**src/rtl/stream_pkg.sv**
```systemverilog
// Shared types and helpers for the stream packer.
package stream_pkg;

  // Output register occupancy
  typedef enum logic [0:0] {
    StEmpty,
    StFull
  } packer_state_e;

  // Lane counter width; at least one bit even for small ratios
  function automatic int unsigned lane_cnt_width(input int unsigned ratio);
    int unsigned w;
    w = $clog2(ratio);
    if (w < 1) w = 1;
    return w;
  endfunction

endpackage

```
**src/rtl/stream_packer.sv**
```systemverilog
// Width upsizer: packs RATIO narrow beats into one registered wide word, first beat in lane 0.
// Optional macro STREAM_PACKER_LAST_EN adds data_last_i / data_last_o / data_keep_o so that a
// beat flagged last closes a partial word early.
module stream_packer
  import stream_pkg::*;
#(
  parameter int unsigned DATA_SIZE = 8,
  parameter int unsigned RATIO     = 4
) (
  input  logic                       clk_i,
  input  logic                       rst_clk_i,
  input  logic [DATA_SIZE-1:0]       data_i,
  input  logic                       data_valid_i,
  output logic                       data_ready_o,
`ifdef STREAM_PACKER_LAST_EN
  input  logic                       data_last_i,
  output logic                       data_last_o,
  output logic [RATIO-1:0]           data_keep_o,
`endif
  output logic [DATA_SIZE*RATIO-1:0] data_o,
  output logic                       data_valid_o,
  input  logic                       data_ready_i
);

  localparam int unsigned     CntW     = lane_cnt_width(RATIO);
  localparam int unsigned     WordW    = DATA_SIZE * RATIO;
  localparam logic [CntW-1:0] LastLane = CntW'(RATIO - 1);

  logic [CntW-1:0]  lane_cnt_q, lane_cnt_d;
  logic [WordW-1:0] acc_q, acc_d;
  packer_state_e    state_q, state_d;

  logic             w_last_beat;
  logic             w_accept;
  logic             w_complete;
  logic [WordW-1:0] w_word;
  logic [RATIO-1:0] w_keep;

`ifdef STREAM_PACKER_LAST_EN
  logic             last_q;
  logic [RATIO-1:0] keep_q;

  assign w_last_beat = (lane_cnt_q == LastLane) || data_last_i;
  assign data_last_o = last_q;
  assign data_keep_o = keep_q;
`else
  assign w_last_beat = (lane_cnt_q == LastLane);
`endif

  // Only a completing beat can be blocked, and only while the held word is not draining
  assign data_ready_o = !rst_clk_i &&
                        !(w_last_beat && (state_q == StFull) && !data_ready_i);
  assign w_accept     = data_valid_i && data_ready_o;
  assign w_complete   = w_accept && w_last_beat;
  assign data_valid_o = (state_q == StFull);

  // Assemble the outgoing word: stored lanes below the counter, the live beat at the counter,
  // zeros above (only reachable on an early last).
  always_comb begin
    w_word = '0;
    w_keep = '0;
    for (int unsigned k = 0; k < RATIO; k++) begin
      if (k < 32'(lane_cnt_q)) begin
        w_word[k*DATA_SIZE +: DATA_SIZE] = acc_q[k*DATA_SIZE +: DATA_SIZE];
        w_keep[k]                        = 1'b1;
      end else if (k == 32'(lane_cnt_q)) begin
        w_word[k*DATA_SIZE +: DATA_SIZE] = data_i;
        w_keep[k]                        = 1'b1;
      end
    end
  end

  // Accumulator and lane counter next state
  always_comb begin
    acc_d      = acc_q;
    lane_cnt_d = lane_cnt_q;
    if (w_accept) begin
      acc_d[lane_cnt_q*DATA_SIZE +: DATA_SIZE] = data_i;
      lane_cnt_d = w_complete ? '0 : lane_cnt_q + 1'b1;
    end
  end

  // Output FSM next state
  always_comb begin
    state_d = state_q;
    case (state_q)
      StEmpty: if (w_complete) state_d = StFull;
      StFull:  if (data_ready_i && !w_complete) state_d = StEmpty;
      default: state_d = StEmpty;
    endcase
  end

  // Output FSM state register
  always_ff @(posedge clk_i) begin
    if (rst_clk_i) state_q <= StEmpty;
    else           state_q <= state_d;
  end

  // Accumulator, counter and output word registers
  always_ff @(posedge clk_i) begin
    if (rst_clk_i) begin
      lane_cnt_q <= '0;
      acc_q      <= '0;
      data_o     <= '0;
    end else begin
      lane_cnt_q <= lane_cnt_d;
      acc_q      <= acc_d;
      if (w_complete) data_o <= w_word;
    end
  end

`ifdef STREAM_PACKER_LAST_EN
  // Sideband registers travel with the output word
  always_ff @(posedge clk_i) begin
    if (rst_clk_i) begin
      keep_q <= '0;
      last_q <= 1'b0;
    end else if (w_complete) begin
      keep_q <= w_keep;
      last_q <= data_last_i;
    end
  end
`else
  logic w_unused_keep;
  assign w_unused_keep = ^w_keep;
`endif

endmodule
```
**config.mk**
```make
export PLATFORM = sky130hd
export DESIGN_NAME = stream_packer
export DESIGN_NICKNAME = d
export VERILOG_FILES = /design/src/rtl/stream_pkg.sv /design/src/rtl/stream_packer.sv
export SDC_FILE = /design/constraint.sdc
export NUM_CORES = 1
export LEC_CHECK = 0
export CORE_ASPECT_RATIO = 1.1
export CORE_MARGIN = 2
export CORE_UTILIZATION = 48
export DETAILED_ROUTE_END_ITERATION = 8
export PLACE_DENSITY_LB_ADDON = 0.25
export SLEW_MARGIN = 5
export SYNTH_ARGS = -nofsm -noshare
export SYNTH_HDL_FRONTEND = slang
export SYNTH_SLANG_ARGS = --single-unit
```
**constraint.sdc**
```tcl
create_clock -name clk_i -period 1.68 [get_ports clk_i]
set_input_delay 0.168 -clock clk_i [delete_from_list [all_inputs] [get_ports clk_i]]
set_output_delay 0.168 -clock clk_i [all_outputs]
set_load 0.005 [all_outputs]
```
; ---- Yosys cells after proc, flatten, opt, wreduce, memory -nomap -nowiden
; Cells that the tools add are included.
[word_totals]
reg_bits = 67
inputBits = 12
output_inout_bits = 34
elab_cells = 39
[classes]
add_sub_neg = 2
order_cmp = 3
n_eq_ne = 4
n_shift = 2
muxes = 12
bitwise_logic = 1
reduce_logical = 11
[ops]
columns = cell, n
row1 = $mux W8, 7
row2 = $neg A5 Y34, 1
row3 = $shift A8 B34 Y32 const A, 1
row4 = $shiftx A8 B34 Y32, 1
row5 = $bwmux W32, 1
row6 = $logic_and A1 B1 Y1, 6
row7 = $eq A2 B2 Y1 const A, 2
row8 = $logic_not A1 Y1, 4
row9 = $lt A1 B2 Y1 const A, 2
row10 = $add A2 B1 Y2 const B, 1
row11 = $eq A1 B2 Y1 const A, 1
row12 = $eq A2 B2 Y1 const B, 1
row13 = $logic_not A2 Y1, 1
row14 = $lt A2 B2 Y1 const A, 1
row15 = $mux W1, 2
row16 = $mux W2, 1
row17 = $pmux W1 S2, 1
row18 = $not A1 Y1, 1

; ---- Depth between registers and ports, before layout
; Gate-level depths: netlist (run 1).
[logic_depth]
depth_word = 11
ltp_mapped = 7
depth_no_buf = 5

; ---- Least setup slack after synthesis (run 1)
; No wires, ideal clock.
[synth_path]
path_kind = reg-to-reg
from = reg lane_cnt_q[1]
to = reg acc_q[0]
setup_ns = 0.072
arrival_ns = 1.634
required_time_ns = 1.608
slack_ns = -0.026
path_stages_with_launch = 7
path_buffers = 1
synth_period_minus_slack_ns = 1.706
cell_sequence = dfxtp_1 clkbuf_1 inv_1 ha_1 nor3b_2 nand3b_1 mux2i_1
[synth_via]
elab_chain_cells = 6
word_cells_on_any_way = 10
cone_classes = add/sub: 1 / eq/ne: 1 / shift: 2 / mux: 1 / reduce/logical: 5
[synth_rtl]
columns = item, line
row1 = "start, declared", stream_packer.sv:29  ; logic [CntW-1:0] lane_cnt_q, lane_cnt_d;
row2 = "start signal, assigned", stream_packer.sv:106  ; lane_cnt_q <= lane_cnt_d;
row3 = branches (longest 6 deep; another with $neg A5 Y34), -
row4 = "end signal, assigned", stream_packer.sv:103  ; acc_q <= '0;
row5 = "end signal, assigned", stream_packer.sv:107  ; acc_q <= acc_d;
row6 = "end, declared", stream_packer.sv:30  ; logic [WordW-1:0] acc_q, acc_d;
; Parallel ways; which one is timed is not known.
; A chain may end at the register's enable or synchronous reset.

; ---- Final worst setup path (run 1)
[layout_path]
from = reg lane_cnt_q[1]
to = out data_ready_o
[layout_via]
elab_chain_cells = 5
[layout_rtl]
columns = item, line
row1 = $eq A2 B2 Y1, stream_packer.sv:47  ; assign w_last_beat = (lane_cnt_q == LastLane);
row2 = $logic_and A1 B1 Y1 (2 in series), stream_packer.sv:52  ; !(w_last_beat && (state_q == StFull) && !data_ready_i);
row3 = $logic_not A1 Y1, stream_packer.sv:52
row4 = $logic_and A1 B1 Y1, stream_packer.sv:51  ; assign data_ready_o = !rst_clk_i &&
row5 = "end, declared", stream_packer.sv:14  ; output logic data_ready_o,
; No other way between the ends.

==> summary.md, run 1 <==
| Metric | Value |
|---|---|
| Worst VDD drop | ~0.63 mV |
| Area growth syn-to-layout | 29.32% |
| Diode count | 0 |
| Sequential share of the synthesized area | between 40 and 50% |
| CTS Hold Bufs | 0 |
| Slowest stage delay, CP | around 0.4 ns |
| Die Height | between 80 and 90 um |
| Initial Util | between 50 and 60% |
| Hold Path Class | in2reg |
| Post-DRT Antenna Nets | 0 |
| Initial antenna violation count | 0 |
| Mapped cell area | slightly below 3000 sq um |
| Buf/Inv on CP | 1 |
| Overflow after GRT | 0 |
| DRC | 0 |
| Unique masters post-synth | 31 |
| Dpl ws | -0.03931 ns |
| Arr. time, crit path | 1.42 ns |
| Power, Total | between 3 and 4 mW |
| Top delay family on crit path | flip-flops |
| Final hold vios | 0 |
| Core box area | 5842 sq um |
| Final min period | ~1.6 ns |
| RePlAce Congestion | around 0.76 |
| Leakage power | ~1.3 nW |
| Pwr Density | 881.7 nW/um^2 |
| Clock Path Buffers | 2 |
| Syn avg cell area | 9.896 sq um |
| CTS Buf Count | 9 |
| Setup CP Type | reg2out |
| Boundary pin count | 46 |
| WL/cell | approximately 17 um |
| Total of max-cap violations | 0 |
| First-pass GRT wire length | around 12,000 um |
| DRT iter0 DRCs | between 150 and 200 |
| Share of cells above drive strength 1 | 20.00% |
| Slew HR | a little over two thirds |
| Status | finished clean |
| Crit start category | register |
| Final count of pins violating max slew | 0 |
| Vias in the first global route | roughly 2.4k |
| Pin count of the biggest net entering global routing | 59 |
| Clk sinks | slightly below 60 |
| Ys Warns | 0 |
| WL final | between 7000 and 8000 um |
| Final nets | 368 |
| Post-synth net total | 316 |
| CTS H-tree depth | 3 |
| CP max-delay cell | dfxtp_2 |
| Worst clock skew | roughly 0.0056 ns |
| Worst-path cell chain | ha_4 -> and3b_1 -> nor2_1 -> dlygate4sd2_1 |
| Fill cell count | 488 |
| Max Freq | 0.6309 GHz |
| Die Wd | just under 80 um |
| CTS clock-pin slew for the worst setup and hold paths | 0.07 ns |
| Top cells by area, synth | dfxtp_1 (40%), mux2i_1 (9.8%), a211oi_2 (9.3%), a21oi_1 (7.0%), nand2b_1 (5.3%) |
| Crit end category | primary output |
| CTS tree | done |
| Final setup violation count | 0 |
| Tightest Pin Transition | roughly 0.44 ns |
| Part of the cycle the worst path needs | between 90% and 100% |
| Syn Inst Count | between 200 and 300 |
| Die area | 6788 sq um |
| Hold_ws | ~0.22 ns |
| Port bufs | 45 |
| RSZ-0062 raised after global routing | false |
| Via density | around 5.6 |
| Total vias in the final route | 2,406 |
| Overall Global Routing Usage | roughly 22% |
| Critical Path RT | ~1.5 ns |
| Detailed Place HPWL | between 4000 and 5000 um |
| DRT Pass-1 Iters | 4 |
| Rows | 29 |
| #FFs+latches synth | 59 |
| Clock Root Buffer | clkbuf_8 |
| Crit-path max FO | 6 |
| Final WS setup | around 0.095 ns |
| Share of the synthesized area in the top cell type | between 40% and 50% |
| Skew-Pair Late Insertion Delay | around 0.34 ns |
| Synth area leader | dfxtp_1 |
metrics by stage:
stage | std cells | utilization [%] | cell area, sq um | setup TNS (ns)
2_1_floorplan | 298 | - | 2950 | 0
3_3_place_gp | 416 | 60.83 | 3553 | 0
3_5_place_dp | 416 | 60.83 | 3553 | -0.04051
4_1_cts | 432 | 65.24 | 3811 | 0
5_1_grt | 432 | 65.28 | 3814 | 0
6_report | 432 | 65.28 | 3814 | 0
metal layers:
layer | part of all wire [%] | global-route usage [%]
met5 | 0 | 0
met4 | 3.0 | 11.96
met3 | 2.7 | 3.333
met2 | 50 | 37.68
met1 | 45 | 27.91
area by class of cell:
class	count	area [sq um]	area share [%]
clock buffers	11	141.4	3.707
repair buffers	68	704.4	18.47
inverters	3	11.26	0.2953
clock inverters	5	100.1	2.625
well taps	77	96.34	2.526
multi-input cells	209	1574	41.27
flip-flops and latches	59	1186	31.10
state kept, by name, indices dropped and copies added (netlist names):
signal / flops
data_o: 32
acc_q: 24
lane_cnt_q: 2
data_valid_o: 1
where the power goes:
group          switching (mW)  internal, mW  total [mW]
logic                   0.176         0.151       0.327
clock network           0.585          1.02        1.61
registers              0.0149          1.41        1.43
cells in the final DEF, fill, tap and decap left out, types with 2 or more instances in the layout:
cell type / synthesis / routed
bufinv_16: 0 / 3
a211oi_1: 2 / 2
and3b_1: 12 / 12
nand2b_1: 25 / 25
nor2b_1: 6 / 5
nand3b_1: 7 / 7
dfxtp_1: 59 / 57
a21oi_2: 2 / 2
and3_1: 2 / 2
clkdlybuf4s50_1: 0 / 43
a211oi_2: 22 / 22
mux2i_1: 29 / 29
ha_1: 6 / 5
clkinv_2: 0 / 2
a21oi_1: 41 / 41
a22oi_1: 8 / 8
nand2_1: 16 / 16
nand3_1: 8 / 8
o21ai_0: 12 / 12
inv_1: 3 / 3
clkbuf_8: 0 / 10
nand4_1: 3 / 3
buf_4: 3 / 16
buf_12: 2 / 7
nor3b_2: 2 / 2
cell usage after synthesis (all sizes together):
cell / number
a211oi: 24
a21oi: 43
a22oi: 8
and2: 1
and3: 2
and3b: 12
buf: 19
clkbuf: 8
dfxtp: 59
ha: 6
inv: 3
mux2i: 29
nand2: 16
nand2b: 25
nand3: 8
nand3b: 8
nand4: 3
nor2: 2
nor2b: 6
nor3b: 2
o21ai: 13
or3: 1
final timing paths:
| kind | slack (ns) | start | cells after the start | to |
|---|---|---|---|---|
| min reg2reg | 0.47 | acc_q[4] | 2 | acc_q[4] |
| max reg2reg | 0.12 | lane_cnt_q[1] | 5 | acc_q[11] |
| max | 0.09 | lane_cnt_q[1] | 4 | data_ready_o |
| min | 0.22 | rst_clk_i | 2 | data_o[29] |
cells by family (layout without fill, tap and decap cells):
group                      Yosys count  in the layout  synth area share, %
muxes                               29             29                9.843
buffers and inverters               30             87                7.085
adders and majority gates            6              6                2.546
and+or+nand+nor                     86             86                18.84
AOI/OAI and AO/OA                   88             88                21.64
DFF                                 59             59                40.05
repair_timing:
item | 4_1_cts | 5_1_grt
endpoints found under the setup margin | 22 | 8
buffers inserted | 0 | 0
resized for setup | 6 | 1
No activity file was read; power rests on OpenSTA's default activity.
==> run 2: changes to the inputs <==
--- a/config.mk
+++ b/config.mk
@@ -7,7 +7,7 @@
 export LEC_CHECK = 0
 export CORE_ASPECT_RATIO = 1.1
 export CORE_MARGIN = 2
-export CORE_UTILIZATION = 48
+export CORE_UTILIZATION = 45
 export DETAILED_ROUTE_END_ITERATION = 8
 export PLACE_DENSITY_LB_ADDON = 0.25
 export SLEW_MARGIN = 5
==> run 2 against run 1 <==
  * Count of clock-buffer cells in the layout decreased by 1
  * Flip-flop and latch count is the same
  * Final cell count rose by 1.2%
  * Largest cell class unchanged
==> summary.md, run 2 (synthesis gave the netlist of run 1 again) <==
| Metric | Value |
|---|---|
| Status | finished clean |
| WL final | around 7100 um |
| Share of cells above drive strength 1 | 21.01% |
| CTS clock-pin slew for the worst setup and hold paths | about 0.07 ns |
| Power, Total | roughly 3.0 mW |
| Seq pwr share | 47.1% |
| Design area | 3774 sq um |
| Final WS setup | around 0.11 ns |
| CTS tree | done |
| Most common cell after layout, fill and taps aside | dfxtp_1 |
| Overall Global Routing Usage | 21.60% |
| Dpl ws | -0.1318 ns |
| Sw frac | 25.00% |
| Leakage power | 1.323 nW |
| Initial Util | a little under half |
| Die area | 7218 sq um |
| R2R cell count | 5 |
| DRT iter0 DRCs | between 100 and 150 |
| Final min period | 1.570 ns |
| Hold Startpoint | rst_clk_i |
| Die Wd | 81.19 um |
| Pwr Density | between 800 and 900 nW/um^2 |
| Combinational power share | a little over a tenth |
| DRC | 0 |
| Hold Path Class | in2reg |
| Share of power burned in the clock network | around 42% |
| Switching Power | between 0.7 and 0.8 mW |
| Arr. time, crit path | approximately 1.4 ns |
| CP Launch Point | lane_cnt_q[1] |
| CTS H-tree depth | 3 |
| Commonest cells after routing, fill and taps aside | dfxtp_1 (57), clkdlybuf4s50_1 (43), a21oi_1 (41), mux2i_1 (29), nand2b_1 (25) |
| WL/cell | between 15 and 20 um |
| Final setup violation count | 0 |
| Port bufs | 45 |
| Rows | 30 |
| Initial antenna violation count | 0 |
| Vias in the first global route | 2,381 |
| Cells on Worst Hold Path | 2 |
| Slew HR | between 60% and 70% |
| Total vias in the final route | 2,360 |
| RePlAce Congestion | about 0.80 |
| Core box area | ~6300 sq um |
| Boundary pin count | 46 |
| Post-DP Area | approximately 3600 sq um |
| Skew-Pair Late Insertion Delay | ~0.35 ns |
| Finished Core Util | between 60 and 70% |
| Hold_ws | slightly below 0.2 ns |
| Clock Root Buffer | clkbuf_8 |
| Total of max-cap violations | 0 |
| Overflow after GRT | 0 |
| Top reg by flops | data_o |
| Biggest regs | data_o x32, acc_q x24, lane_cnt_q x2 |
| Area growth syn-to-layout | 27.96% |
| Critical Path RT | 1.51 ns |
| Post-cts sizing count | 5 |
| Max Freq | ~0.64 GHz |
| RSZ-0062 raised after global routing | false |
| Die Height | approximately 89 um |
| First-pass GRT wire length | 11,720 um |
| Final count of pins violating max slew | 0 |
| Part of the cycle the worst path needs | roughly 93% |
| CTS Hold Bufs | 0 |
| Crit end category | primary output |
| Pin count of the biggest net entering global routing | 52 |
| DRT Pass-1 Iters | 4 |
| Pint | 2.275 mW |
| Clock Path Buffers | 2 |
| Flip-flop count of the largest register after layout | 32 |
| Diode count | 0 |
| Clk sinks | between 50 and 60 |
| Setup CP Type | reg2out |
| Worst VDD drop | between 0.4 and 0.5 mV |
| Fill cell count | about 550 |
| Worst r2r src | lane_cnt_q[1] |
| Final hold vios | 0 |
| Tightest Pin Transition | between 0.5 and 0.6 ns |
| Final nets | 370 |
| Worst clock skew | between 0.006 and 0.007 ns |
| Number of setup buffers added after CTS | 0 |
| Crit-path max FO | 6 |
| Detailed Place HPWL | between 4000 and 5000 um |
| Post-DRT Antenna Nets | 0 |
| CTS Buf Count | 9 |
| Via density | around 5.4 |
| Crit start category | register |
## run 2: layout make-up
type	instances	area [sq um]	area share (%)
clock inverter	6	55.05	1.459
tap	80	100.1	2.653
multi-input combinational	209	1577	41.78
sequential	59	1186	31.43
timing repair buffer	70	706.9	18.73
clock buffer	10	137.6	3.647
inverter	3	11.26	0.2984
## run 2: metal layers
metal  GRT usage, %  up-vias  wire length, um
met1          27.52     1123             3258
met4          10.94        0              168
met5              0        -                0
met3          4.040       14              221
li1               -     1176                -
met2          35.09       47             3420
## run 2: power by group through the flow
stage / clock network, mW / registers, mW / logic, mW
CTS: 1.31 / 1.43 / 0.325
global route: 1.36 / 1.43 / 0.355
floorplan: 0 / 1.46 / 0.199
finish: 1.28 / 1.43 / 0.324
detailed placement: 0 / 1.46 / 0.324
global placement: 0 / 1.46 / 0.321
## run 2: worst paths after layout
check	to	slack, ns
worst min-delay path	data_o[27]	0.20
worst max-delay path	data_ready_o	0.11
worst min register to register	acc_q[15]	0.47
worst max register to register	acc_q[8]	0.16
## run 2: per-stage QoR
stage	TNS [ns]	cells
final	0	437
after global routing	0	437
after CTS	0	437
after detailed placement	-2.303	421
after global placement	-1.925	421
after floorplan	0	298
## run 2: critical path, cell delays in order (launching register included)
cell and delay, ns:
dfxtp_2 0.41, ha_4 0.17, and3b_1 0.18, nor2_1 0.04
dlygate4sd2_1 0.26
